## config.mk

```make
export PLATFORM = sky130hd
export DESIGN_NAME = seven_seg_scan
export DESIGN_NICKNAME = d
export VERILOG_FILES = /design/src/rtl/scan_pkg.sv /design/src/rtl/scan_digit_decode.sv /design/src/rtl/seven_seg_scan.sv
export SDC_FILE = /design/constraint.sdc
export NUM_CORES = 1
export LEC_CHECK = 0
export CORE_ASPECT_RATIO = 0.7
export CORE_MARGIN = 4
export CORE_UTILIZATION = 49
export CTS_CLUSTER_DIAMETER = 40
export DETAILED_ROUTE_END_ITERATION = 8
export MAX_ROUTING_LAYER = met4
export PLACE_DENSITY = 0.76
export SLEW_MARGIN = 20
export SYNTH_ARGS = -nofsm -noshare
export SYNTH_HDL_FRONTEND = slang
export SYNTH_SLANG_ARGS = --single-unit
export TNS_END_PERCENT = 100
```

## constraint.sdc

```tcl
create_clock -name scan_clk -period 1.8 [get_ports scan_clk]
set_clock_uncertainty 0.05 [all_clocks]
set_input_delay 0.36 -clock scan_clk [delete_from_list [all_inputs] [get_ports scan_clk]]
set_output_delay 0.36 -clock scan_clk [all_outputs]
set_load 0.01 [all_outputs]
```

## src/rtl/scan_pkg.sv

```systemverilog
// Shared segment encoding for the multiplexed 7-segment scanner.
// Segment order is {a,b,c,d,e,f,g} with a in the MSB; all values are active-high.
package scan_pkg;

  localparam logic [6:0] SEG_BLANK = 7'b0000000;

  // Entry 0 is the leftmost element of the literal.
  typedef logic [0:15][6:0] seg_lut_t;

  localparam seg_lut_t SEG_LUT = {
    7'b1111110, 7'b0110000, 7'b1101101, 7'b1111001,
    7'b0110011, 7'b1011011, 7'b1011111, 7'b1110000,
    7'b1111111, 7'b1111011,
    SEG_BLANK, SEG_BLANK, SEG_BLANK, SEG_BLANK, SEG_BLANK, SEG_BLANK
  };

  typedef enum logic {
    PH_VISIBLE = 1'b0,
    PH_HIDDEN  = 1'b1
  } blink_phase_e;

  function automatic logic [6:0] bcd_to_seg(input logic [3:0] bcd);
    return SEG_LUT[bcd];
  endfunction

endpackage

```

## src/rtl/scan_digit_decode.sv

```systemverilog
// Combinational digit decoder: BCD + dp + blank -> {seg[6:0], dp}.
// Output polarity is applied here.
module scan_digit_decode
  import scan_pkg::*;
#(
  parameter int SEG_ACTIVE_LOW = 0
) (
  input  logic [3:0] bcd_i,
  input  logic       dp_i,
  input  logic       blank_i,
  output logic [7:0] seg_o
);

  logic [7:0] word;

  always_comb begin
    word = {SEG_BLANK, 1'b0};
    if (!blank_i) word = {bcd_to_seg(bcd_i), dp_i};
    seg_o = (SEG_ACTIVE_LOW != 0) ? ~word : word;
  end

endmodule

```

## src/rtl/seven_seg_scan.sv

```systemverilog
// N-digit multiplexed 7-segment driver. Loads go to a shadow buffer that commits at frame boundaries.
// Optional per-digit blinking is enabled by defining SCAN_BLINK_EN.
module seven_seg_scan
  import scan_pkg::*;
#(
  parameter int N_DIGITS       = 4,
  parameter int SCAN_DIV       = 1000,
  parameter int SEG_ACTIVE_LOW = 0,
  parameter int DIG_ACTIVE_LOW = 1,
  parameter int BLINK_FRAMES   = 64
) (
  input  logic                    scan_clk,
  input  logic                    scan_rst_n,
  input  logic [4*N_DIGITS-1:0]   scan_bcd_in,
  input  logic [N_DIGITS-1:0]     scan_dp_in,
  input  logic                    scan_load_in,
  input  logic [N_DIGITS-1:0]     scan_blink_in,
  output logic                    scan_pending_out,
  output logic                    scan_frame_out,
  output logic [6:0]              scan_seg_out,
  output logic                    scan_dp_out,
  output logic [N_DIGITS-1:0]     scan_dig_out
);

  localparam int PW = $clog2(SCAN_DIV);
  localparam int IW = (N_DIGITS > 2) ? $clog2(N_DIGITS) : 1;
  localparam logic [PW-1:0]       PSC_LAST = PW'(SCAN_DIV - 1);
  localparam logic [IW-1:0]       IDX_LAST = IW'(N_DIGITS - 1);
  localparam logic [6:0]          SEG_OFF  = (SEG_ACTIVE_LOW != 0) ? 7'h7F : 7'h00;
  localparam logic                DP_OFF   = (SEG_ACTIVE_LOW != 0);
  localparam logic [N_DIGITS-1:0] DIG_OFF  = (DIG_ACTIVE_LOW != 0) ? {N_DIGITS{1'b1}} : '0;

  logic [PW-1:0]         psc_q, psc_d;
  logic [IW-1:0]         idx_q, idx_d;
  logic [4*N_DIGITS-1:0] shadow_q, shadow_d, active_q, active_d;
  logic [N_DIGITS-1:0]   shdp_q, shdp_d, actdp_q, actdp_d;
  logic                  pending_q, pending_d;
  logic                  frame_q;
  logic [6:0]            seg_q;
  logic                  dp_q;
  logic [N_DIGITS-1:0]   dig_q, dig_d;
  logic                  wrap;
  logic                  blink_hide;
  logic [N_DIGITS-1:0]   onehot;
  logic [3:0]            cur_bcd;
  logic                  cur_dp;
  logic [7:0]            dec_word;

  assign wrap    = (psc_q == PSC_LAST) && (idx_q == IDX_LAST);
  assign onehot  = N_DIGITS'(1) << idx_q;
  assign cur_bcd = active_q[{idx_q, 2'b00} +: 4];
  assign cur_dp  = actdp_q[idx_q];

  // A load on the commit edge still lands in shadow: active takes the old shadow.
  always_comb begin
    psc_d     = psc_q + 1'b1;
    idx_d     = idx_q;
    shadow_d  = shadow_q;
    shdp_d    = shdp_q;
    active_d  = active_q;
    actdp_d   = actdp_q;
    pending_d = pending_q;
    dig_d     = DIG_OFF;
    if (psc_q == PSC_LAST) begin
      psc_d = '0;
      idx_d = (idx_q == IDX_LAST) ? '0 : idx_q + 1'b1;
    end
    if (wrap && pending_q) begin
      active_d  = shadow_q;
      actdp_d   = shdp_q;
      pending_d = 1'b0;
    end
    if (scan_load_in) begin
      shadow_d  = scan_bcd_in;
      shdp_d    = scan_dp_in;
      pending_d = 1'b1;
    end
    if (psc_q != '0) dig_d = (DIG_ACTIVE_LOW != 0) ? ~onehot : onehot;
  end

`ifdef SCAN_BLINK_EN
  localparam int FW = (BLINK_FRAMES > 1) ? $clog2(BLINK_FRAMES) : 1;
  localparam logic [FW-1:0] FRM_LAST = FW'(BLINK_FRAMES - 1);

  logic [FW-1:0] frm_q, frm_d;
  blink_phase_e  phase_q, phase_d;

  always_comb begin
    frm_d   = frm_q;
    phase_d = phase_q;
    if (wrap) begin
      if (frm_q == FRM_LAST) begin
        frm_d   = '0;
        phase_d = (phase_q == PH_VISIBLE) ? PH_HIDDEN : PH_VISIBLE;
      end else begin
        frm_d = frm_q + 1'b1;
      end
    end
  end

  always_ff @(posedge scan_clk or negedge scan_rst_n) begin
    if (!scan_rst_n) begin
      frm_q   <= '0;
      phase_q <= PH_VISIBLE;
    end else begin
      frm_q   <= frm_d;
      phase_q <= phase_d;
    end
  end

  assign blink_hide = (phase_q == PH_HIDDEN) && scan_blink_in[idx_q];
`else
  logic unused_blink;
  assign unused_blink = ^scan_blink_in;
  assign blink_hide   = 1'b0;
`endif

  scan_digit_decode #(
    .SEG_ACTIVE_LOW(SEG_ACTIVE_LOW)
  ) u_decode (
    .bcd_i  (cur_bcd),
    .dp_i   (cur_dp),
    .blank_i((psc_q == '0) || blink_hide),
    .seg_o  (dec_word)
  );

  always_ff @(posedge scan_clk or negedge scan_rst_n) begin
    if (!scan_rst_n) begin
      psc_q     <= '0;
      idx_q     <= '0;
      shadow_q  <= '1;
      active_q  <= '1;
      shdp_q    <= '0;
      actdp_q   <= '0;
      pending_q <= 1'b0;
      frame_q   <= 1'b0;
      seg_q     <= SEG_OFF;
      dp_q      <= DP_OFF;
      dig_q     <= DIG_OFF;
    end else begin
      psc_q     <= psc_d;
      idx_q     <= idx_d;
      shadow_q  <= shadow_d;
      active_q  <= active_d;
      shdp_q    <= shdp_d;
      actdp_q   <= actdp_d;
      pending_q <= pending_d;
      frame_q   <= wrap;
      seg_q     <= dec_word[7:1];
      dp_q      <= dec_word[0];
      dig_q     <= dig_d;
    end
  end

  assign scan_pending_out = pending_q;
  assign scan_frame_out   = frame_q;
  assign scan_seg_out     = seg_q;
  assign scan_dp_out      = dp_q;
  assign scan_dig_out     = dig_q;

endmodule

```

[Yosys cells after proc, flatten, opt, wreduce, memory -nomap -nowiden]
Memory sizes are Yosys's and may differ from the RTL's.
Index checks and enable logic that the tools add are counted.
Storage, ports and cells
  memories kept: 1
  word-level logic and storage cells: 37
  output and inout port bits: 14
  flip-flop bits (word level): 66
  bits in latches: 0
  ROM bits: 112
  memory bits (writable): 0
Memories
  (no name shown): words 16, bits a word 7, rd ports 1, clocked after memory_dff 0, write ports 0, line scan_pkg.sv:23  | return SEG_LUT[bcd];
Operators by class
  reductions and logical operators: 5
  divide/modulo/power cells: 0
  eq/ne operators: 2
  shift operators: 2
  multiplexer cells: 10
  bitwise operators: 2
  order comparisons: 2
  multiply operators: 0
  add/subtract/negate cells: 2
Operators with widths (count)
  16-bit by 5-bit indexed part select with 4-bit output: 1
  7-bit two-way mux: 2
  10-bit by 1-bit adder with 10-bit output, second input constant: 1
  10-bit == test, second input constant: 1
  10-bit logical NOT: 1
  10-bit two-way mux: 1
  10-bit nonzero test: 1
  8-bit two-way mux: 1
  5-bit >= comparator, second input constant: 1
  4-bit inverter with 5-bit output: 1
  4-bit two-way mux: 1
  4-bit inverter: 1
  1-bit by 2-bit left shift with 4-bit output, first input constant: 1
  2-bit by 3-bit less-than comparator with 1-bit output, second input constant: 1
  1-bit two-way mux: 3
  2-bit by 1-bit adder with 2-bit output, second input constant: 1
  1-bit binary-select mux with 2-bit select: 1
  2-bit == test, second input constant: 1
  1-bit logical AND: 2
  2-bit two-way mux: 1
  2-bit nonzero test: 1

[Logic depth before layout (Yosys ltp)]
Gate-level depths: netlist (run 1).
  depth after elaboration: 6
  gate-level depth with buffers: 7
  mapped depth without buffers: 6

[Modules after synthesis]
Synthesis (run 1) repeated with hierarchy kept, for this count alone.
Second synthesis, totals
  cells, all modules: 212
  area, all modules: 2977.9 µm²
By module, submodules not included
  seven_seg_scan: seq. area each 1696.6 µm², instances 1, cells each 179, area an instance 2733.9 µm²
  scan_digit_decode: seq. area each 0.0 µm², instances 1, cells each 33, area an instance 244.0 µm²

[Least setup slack after synthesis (run 1)]
OpenSTA, ideal clock, no wires.
  path kind: reg2reg
  start point: register idx_q[0]
  end point: register seg_q[3], in the netlist scan_seg_out[3]
  slack: -20 ps
  arrival: 1646 ps
  library setup time: 124 ps
  stages on the path, launching flop included: 7
  required time: 1626 ps
  cells stage by stage: dfrtp_1 -> buf_4 -> mux4_2 -> inv_1 -> ha_1 -> a21oi_1 -> a21oi_1
Between the ends
  word-level cells in the longest chain between the ends: 6
RTL lines
  start: declaration: line seven_seg_scan.sv:34  | logic [IW-1:0] idx_q, idx_d;
  start signal: assignment: line seven_seg_scan.sv:142  | idx_q <= idx_d;
  16-bit by 5-bit indexed part select with 4-bit output: line seven_seg_scan.sv:51  | assign cur_bcd = active_q[{idx_q, 2'b00} +: 4];
  4-bit inverter with 5-bit output (not written as such): line scan_pkg.sv:23
  memory read 16 x 7 bit
  7-bit two-way mux (not written as such) (2 in a row): line scan_pkg.sv:23
  8-bit two-way mux: line scan_digit_decode.sv:18  | if (!blank_i) word = {bcd_to_seg(bcd_i), dp_i};
  net dec_word[4]: line seven_seg_scan.sv:47  | logic [7:0] dec_word;
  end signal: assignment: line seven_seg_scan.sv:149  | seg_q <= dec_word[7:1];
  end: declaration: line seven_seg_scan.sv:39  | logic [6:0] seg_q;
The timed path passes the listed nets, and every way through them passes these cells. The select of a mux whose other input is x is not followed.
A chain may end at the register's enable or synchronous reset.

[Worst setup path after layout (run 1)]
  start point: register psc_q[8]
  end point: register actdp_q[1]
Between the ends
  word-level cells in the longest chain between the ends: 3
RTL lines
  start: declaration: line seven_seg_scan.sv:33  | logic [PW-1:0] psc_q, psc_d;
  start signal: assignment: line seven_seg_scan.sv:141  | psc_q <= psc_d;
  10-bit == test: line seven_seg_scan.sv:49  | assign wrap = (psc_q == PSC_LAST) && (idx_q == IDX_LAST);
  1-bit logical AND: line seven_seg_scan.sv:49
  1-bit logical AND: line seven_seg_scan.sv:68  | if (wrap && pending_q) begin
  end signal: assignment: line seven_seg_scan.sv:146  | actdp_q <= actdp_d;
  end: declaration: line seven_seg_scan.sv:36  | logic [N_DIGITS-1:0] shdp_q, shdp_d, actdp_q, actdp_d;
No other way between the ends.

==> run metrics, run 1 <==
outcome finished, final reports clean; via/cell ratio 5.20; WP buf/inv 1; Final ANT Viol Nets 0; critical path, cell by cell nand4_1 > nor4_4 > and3_4 > buf_12 > mux2_4; Leak 1.63 nW; core footprint about 0.0058 sq mm; combinational fraction of design power 0.053; register clock-pin slew on the reported worst setup and hold paths ~0.06 ns; clock share of power 0.376; Placed Cells 344; die area 0.00733 sq mm; max_slew headroom 0.698; Sink Count 66; DRT Wirelength just under 6 mm; crit path launch type flip-flop; Worst path max stage delay between 0.3 and 0.4 ns; drt pass-1 iters 4; drt wl/cell about 16 um; reg2reg end actdp_q[1]$_DFFE_PN0P_; Data required, critical path 1.97 ns; worst-margin pin slew 0.440 ns; CP arrival 1.96 ns; Yosys top cell by area dfstp_2; first-iteration detailed-routing DRC count 67; final core utilization 0.679; Root Buffer clkbuf_8; Worst path depth 5; Layout fillers about 420; hpwl dp 3.78 mm; Crit Path Category reg -> reg; CP startpoint psc_q[8]$_DFF_PN0_; via count 1914; Overflow after GRT 0; RSZ-0062 raised after global routing yes; Worst R2R Path Depth 5; fin nets 326; commonest cells in the netlist dfstp_2, dfrtp_1, mux2_2; fin cells 368; Die Y 72.9 um; Synth Area in XOR/XNOR 0.0149; cells after synthesis 218; Crit path max-delay family simple AND/OR/NAND/NOR gates; register area 0.00170 sq mm; cell internal pwr about 2.2 mW; Reg2Reg Launch Point psc_q[8]$_DFF_PN0_; GRT Total Usage 0.169; Sw Pwr 0.594 mW; number of global-route vias before repair 1896; Seq/Total Area, Yosys 0.576; post-place instance area 0.00355 sq mm; chip width 101 um; Compound-Gate Fraction of Synth Area 0.0484; Main synth FF type dfstp_2; share of cells above drive strength 1 0.474; pre-CTS setup slack -0.0248 ns; setup_tns 0 ns; endpoints failing setup 0; most common cell in the netlist dfstp_2; Max Fclk 558 MHz; Seq cells post-synth 66; reg2reg setup slack roughly 0.0084 ns; slowest stage cell, crit path dfrtp_1; simple-gate share of the synthesized area 0.0726; sequential power share 0.571; initial core utilization 0.509; FFs w/ async S/R, synth 1.00; Power Total 2.77 mW; Rows 23; clk buf depth 2; area of the multi-input gates 0.00127 sq mm; DR DRC count 0; Worst Setup EP actdp_q[1]$_DFFE_PN0P_; area grow syn2layout 33.4%; GP Congestion between 0.8 and 0.9; Final Hold Fails 0; TritonCTS clock tree yes; worst-path fanout max 7; Post-Syn Area 0.00295 sq mm; initial antenna violation count 0; final worst slack 0.00837 ns; number of buffers created by CTS 9; PD cells 706 mW/mm^2; Adder-Cell Fraction of Synth Area 0.0467; diode count 0; synth warn 0; Sw Ratio 0.214; post-synth top area share 0.321; fin area around 0.0039 sq mm; post-synthesis mux area share 0.204; worst skew pair latency 0.34 ns; post-route clock period utilization 0.995; Min Hold Slack 0.450 ns; PortBufs 36; CTS H-tree lvls 3; Final Max Tran Viols 0; HP Class reg -> reg; CP Capture Type flip-flop; largest net degree at the start of global routing 67; Post-synth EDFFs 0; first-pass GRT wire length 9.08 mm; IO Pins 41; Yosys cell types 37; worst vdd ir approximately 0.45 mV; Final min period 1.79 ns; syn_nets 256; Max-cap violations 0; Syn Area/Cell between 10 and 15 sq um; main combinational cell family by area after synthesis multiplexers; top post-synthesis cells by area dfstp_2, dfrtp_1, mux2_2, mux2_1, ha_1
[cell families (layout without fill, tap and decap cells)]
group,after synthesis,in the layout
buffers and inverters,21,95
flip-flops,66,66
AND/OR/NAND/NOR,41,41
AO/OA/AOI/OAI,24,24
XOR/XNOR,5,5
multiplexers,50,51
adder cells (fa/ha/maj),11,11
[flip-flops by register name, indices dropped and copies added, names as in the netlist, 2 cells and up]
signal        cells
shdp_q            4
actdp_q           4
psc_q            10
active_q         16
scan_dig_out      4
shadow_q         16
idx_q             2
scan_seg_out      7
[timing repair]
item / 4_1_cts / 5_1_grt
setup buffers: 0 / 5
resized for setup: 3 / 34
cloned: 1 / 1
hold buffers: 1 / 0
setup endpoints to repair: 7 / 27
hold endpoints to repair: 30 / 0
pin swaps: 0 / 6
[worst min-delay path by stage]
stage | startpoint | to | slack [ns] | cells after the start
floorplan | scan_rst_n | actdp_q[0]$_DFFE_PN0P_ | 0.01 | 0
global placement | scan_rst_n | psc_q[5]$_DFF_PN0_ | 0.35 | 2
detailed placement | scan_rst_n | psc_q[5]$_DFF_PN0_ | 0.35 | 2
CTS | actdp_q[3]$_DFFE_PN0P_ | actdp_q[3]$_DFFE_PN0P_ | 0.44 | 1
global route | scan_pending_out$_DFFE_PN0P_ | scan_pending_out$_DFFE_PN0P_ | 0.47 | 1
finish | scan_pending_out$_DFFE_PN0P_ | scan_pending_out$_DFFE_PN0P_ | 0.45 | 1
[power by group through the flow]
| stage | Combinational, mW | Clock [mW] | Sequential [mW] |
|---|---|---|---|
| after global placement | 0.141 | 0 | 1.60 |
| after floorplan | 0.0556 | 0 | 1.60 |
| after CTS | 0.147 | 1.07 | 1.58 |
| final | 0.146 | 1.04 | 1.58 |
| after detailed placement | 0.145 | 0 | 1.61 |
| after global routing | 0.161 | 1.14 | 1.59 |
[metal layers]
metal / track usage / wire length, um / vias up
li1: - / - / 909
met1: 0.242 / 2890 / 945
met2: 0.226 / 2590 / 48
met3: 0.0611 / 297 / 12
met4: 0.0463 / 85 / 0
met5: - / 0 / -
[cell type report]
class / instances / share of cell area
sequential: 66 / 0.432
tap: 75 / 0.0239
inverter: 11 / 0.0105
clock buffer: 13 / 0.0379
clock inverter: 3 / 0.00382
timing repair buffer: 68 / 0.168
multi-input combinational: 132 / 0.324
[placed cells by master, fill, tap and decap left out, types with 9 or more instances in the layout]
cell and n:
mux2_2 21, clkdlybuf4s50_1 31, dfrtp_1 29, nor2_1 10, buf_4 25, nand2_1 11, clkbuf_8 10, inv_1 9
mux2_4 18, dfstp_2 36
(Power assumes the default switching activity.)
==> run 2, diff against run 1 <==
PLACE_DENSITY = 0.87   (was 0.76)
==> run 2 against run 1 <==
  * The flow now finishes with violations (setup timing)
  * Critical path depth stayed put
  * Combinational power hardly changed
  * Sequential cell count stayed put
  * Routed wire length is 0.73% lower
  * Sequential share of layout area is 0.48 points higher
  * Critical path type unchanged
  * Maximum frequency is 1.1% lower
  * Critical endpoint is now actdp_q[0]$_DFFE_PN0P_
  * Via count is 0.63% higher
==> run metrics, run 2 (synthesized netlist as in run 1, its figures left out) <==
Crit Path Category reg -> reg; Data required, critical path between 1.5 and 2 ns; IO Pins 41; Worst path max stage delay between 0.3 and 0.4 ns; initial core utilization 0.509; max_slew headroom 0.728; DR DRC count 0; CP arrival 1.99 ns; most frequent cells in the layout dfstp_2, clkdlybuf4s50_1, dfrtp_1, buf_4, mux2_2; worst-path fanout max 6; Final Max Tran Viols 0; drt wl/cell 16.0 um; first-pass GRT wire length 9.63 mm; die area 0.00733 sq mm; DR WL met2 about 2.7 mm; fin nets 322; most common cell after layout, fill and taps aside dfstp_2; crit path launch type flip-flop; Final min period 1.81 ns; Top Registers active_q: 16 flops, shadow_q: 16 flops, psc_q: 10 flops; first-iteration detailed-routing DRC count 97; Leak 1.61 nW; drt pass-1 iters 5; endpoints failing setup 7; initial antenna violation count 0; Sink Count 66; Crit path max-delay family simple AND/OR/NAND/NOR gates; GP Congestion 0.806; Die Y 72.9 um; TritonCTS clock tree yes; via count 1926; register clock-pin slew on the reported worst setup and hold paths 0.07 ns; worst vdd ir 0.472 mV; worst skew pair latency 0.34 ns; reg2reg setup slack -0.01 ns; via/cell ratio 5.29; CTS H-tree lvls 3; Final ANT Viol Nets 0; DRT Wirelength 5.81 mm; slowest stage cell, crit path dfrtp_1; PD cells 743 mW/mm^2; share of cells above drive strength 1 0.457; Layout fillers 434; area grow syn2layout 32.0%; setup_tns -0.0386 ns; final worst slack -0.0116 ns; RSZ-0062 raised after global routing yes; GRT Total Usage 0.180; Overflow after GRT 0; post-route clock period utilization 1.01; PortBufs 36; chip width 101 um; Reg2Reg Launch Point psc_q[8]$_DFF_PN0_; Max Fclk 552 MHz; Rows 23; reg2reg end actdp_q[0]$_DFFE_PN0P_; diode count 0; routed length on met3 341 um; critical path, cell by cell nand4_1 > nor4_4 > and3_4 > buf_12 > mux2_4; M1 WL 2.71 mm; hpwl dp 3.84 mm; Max-cap violations 0; Power Total 2.89 mW; number of buffers created by CTS 9; clk buf depth 2; HP Class in -> async; largest net degree at the start of global routing 52; uppermost layer routed met4; CP Capture Type flip-flop; core footprint 0.00578 sq mm; failing checks setup timing; Worst R2R Path Depth 5; Final Hold Fails 0; worst-margin pin slew 0.396 ns; number of global-route vias before repair 1925; WP buf/inv 1; outcome complete, but fails checks; Root Buffer clkbuf_8
## run 2: stage by stage
stage | util | hold WS (ns) | setup WS (ns) | std cells | instance area, sq um
after floorplan | - | 0.0144 | -0.000110 | 218 | 2960
after global placement | 0.612 | 0.240 | 0.00302 | 341 | 3540
after detailed placement | 0.612 | 0.245 | -0.0387 | 341 | 3540
after CTS | 0.650 | 0.403 | -0.00758 | 360 | 3760
after global routing | 0.672 | 0.431 | -0.0713 | 364 | 3890
final | 0.672 | 0.409 | -0.0116 | 364 | 3890
## run 2: cell type report
class                      count  area, sq um  share of cell area
clock inverter                 4         45.0              0.0116
sequential                    66         1700               0.437
clock buffer                  12          135              0.0347
tap                           75         93.8              0.0241
inverter                      11         41.3              0.0106
timing repair buffer          64          626               0.161
multi-input combinational    132         1250               0.321
## run 2: layer usage
metal / up-vias / global-route usage
li1: 897 / -
met1: 971 / 0.247
met2: 47 / 0.251
met3: 11 / 0.0583
met4: 0 / 0.0628
met5: - / -
## run 2: worst max-delay path by stage
stage                                      endpoint  depth (start not counted)  slack, ns                 start
after floorplan           scan_seg_out[3]$_DFF_PN0_                          6    -0.0001  idx_q[0]$_DFFE_PN0N_
after global placement    scan_seg_out[4]$_DFF_PN0_                          5      0.003  idx_q[0]$_DFFE_PN0N_
after detailed placement  scan_seg_out[4]$_DFF_PN0_                          5      -0.04  idx_q[0]$_DFFE_PN0N_
after CTS                    actdp_q[1]$_DFFE_PN0P_                          5     -0.008    psc_q[5]$_DFF_PN0_
after global routing         actdp_q[0]$_DFFE_PN0P_                          5      -0.07    psc_q[8]$_DFF_PN0_
final                        actdp_q[0]$_DFFE_PN0P_                          5      -0.01    psc_q[8]$_DFF_PN0_
## run 2: what timing repair did
| item | CTS | global route |
|---|---|---|
| endpoints found under the setup margin | 22 | 26 |
| setup buffers | 1 | 3 |
| gates cloned | 1 | 1 |
| hold buffers | 1 | 0 |
| pin swaps | 2 | 1 |
| resized for setup | 6 | 26 |
| hold endpoints to repair | 3 | 0 |
## run 2: report_power, final
group,switching (mW),internal [mW]
logic,0.0559,0.0917
clock network,0.522,0.634
registers,0.0264,1.56
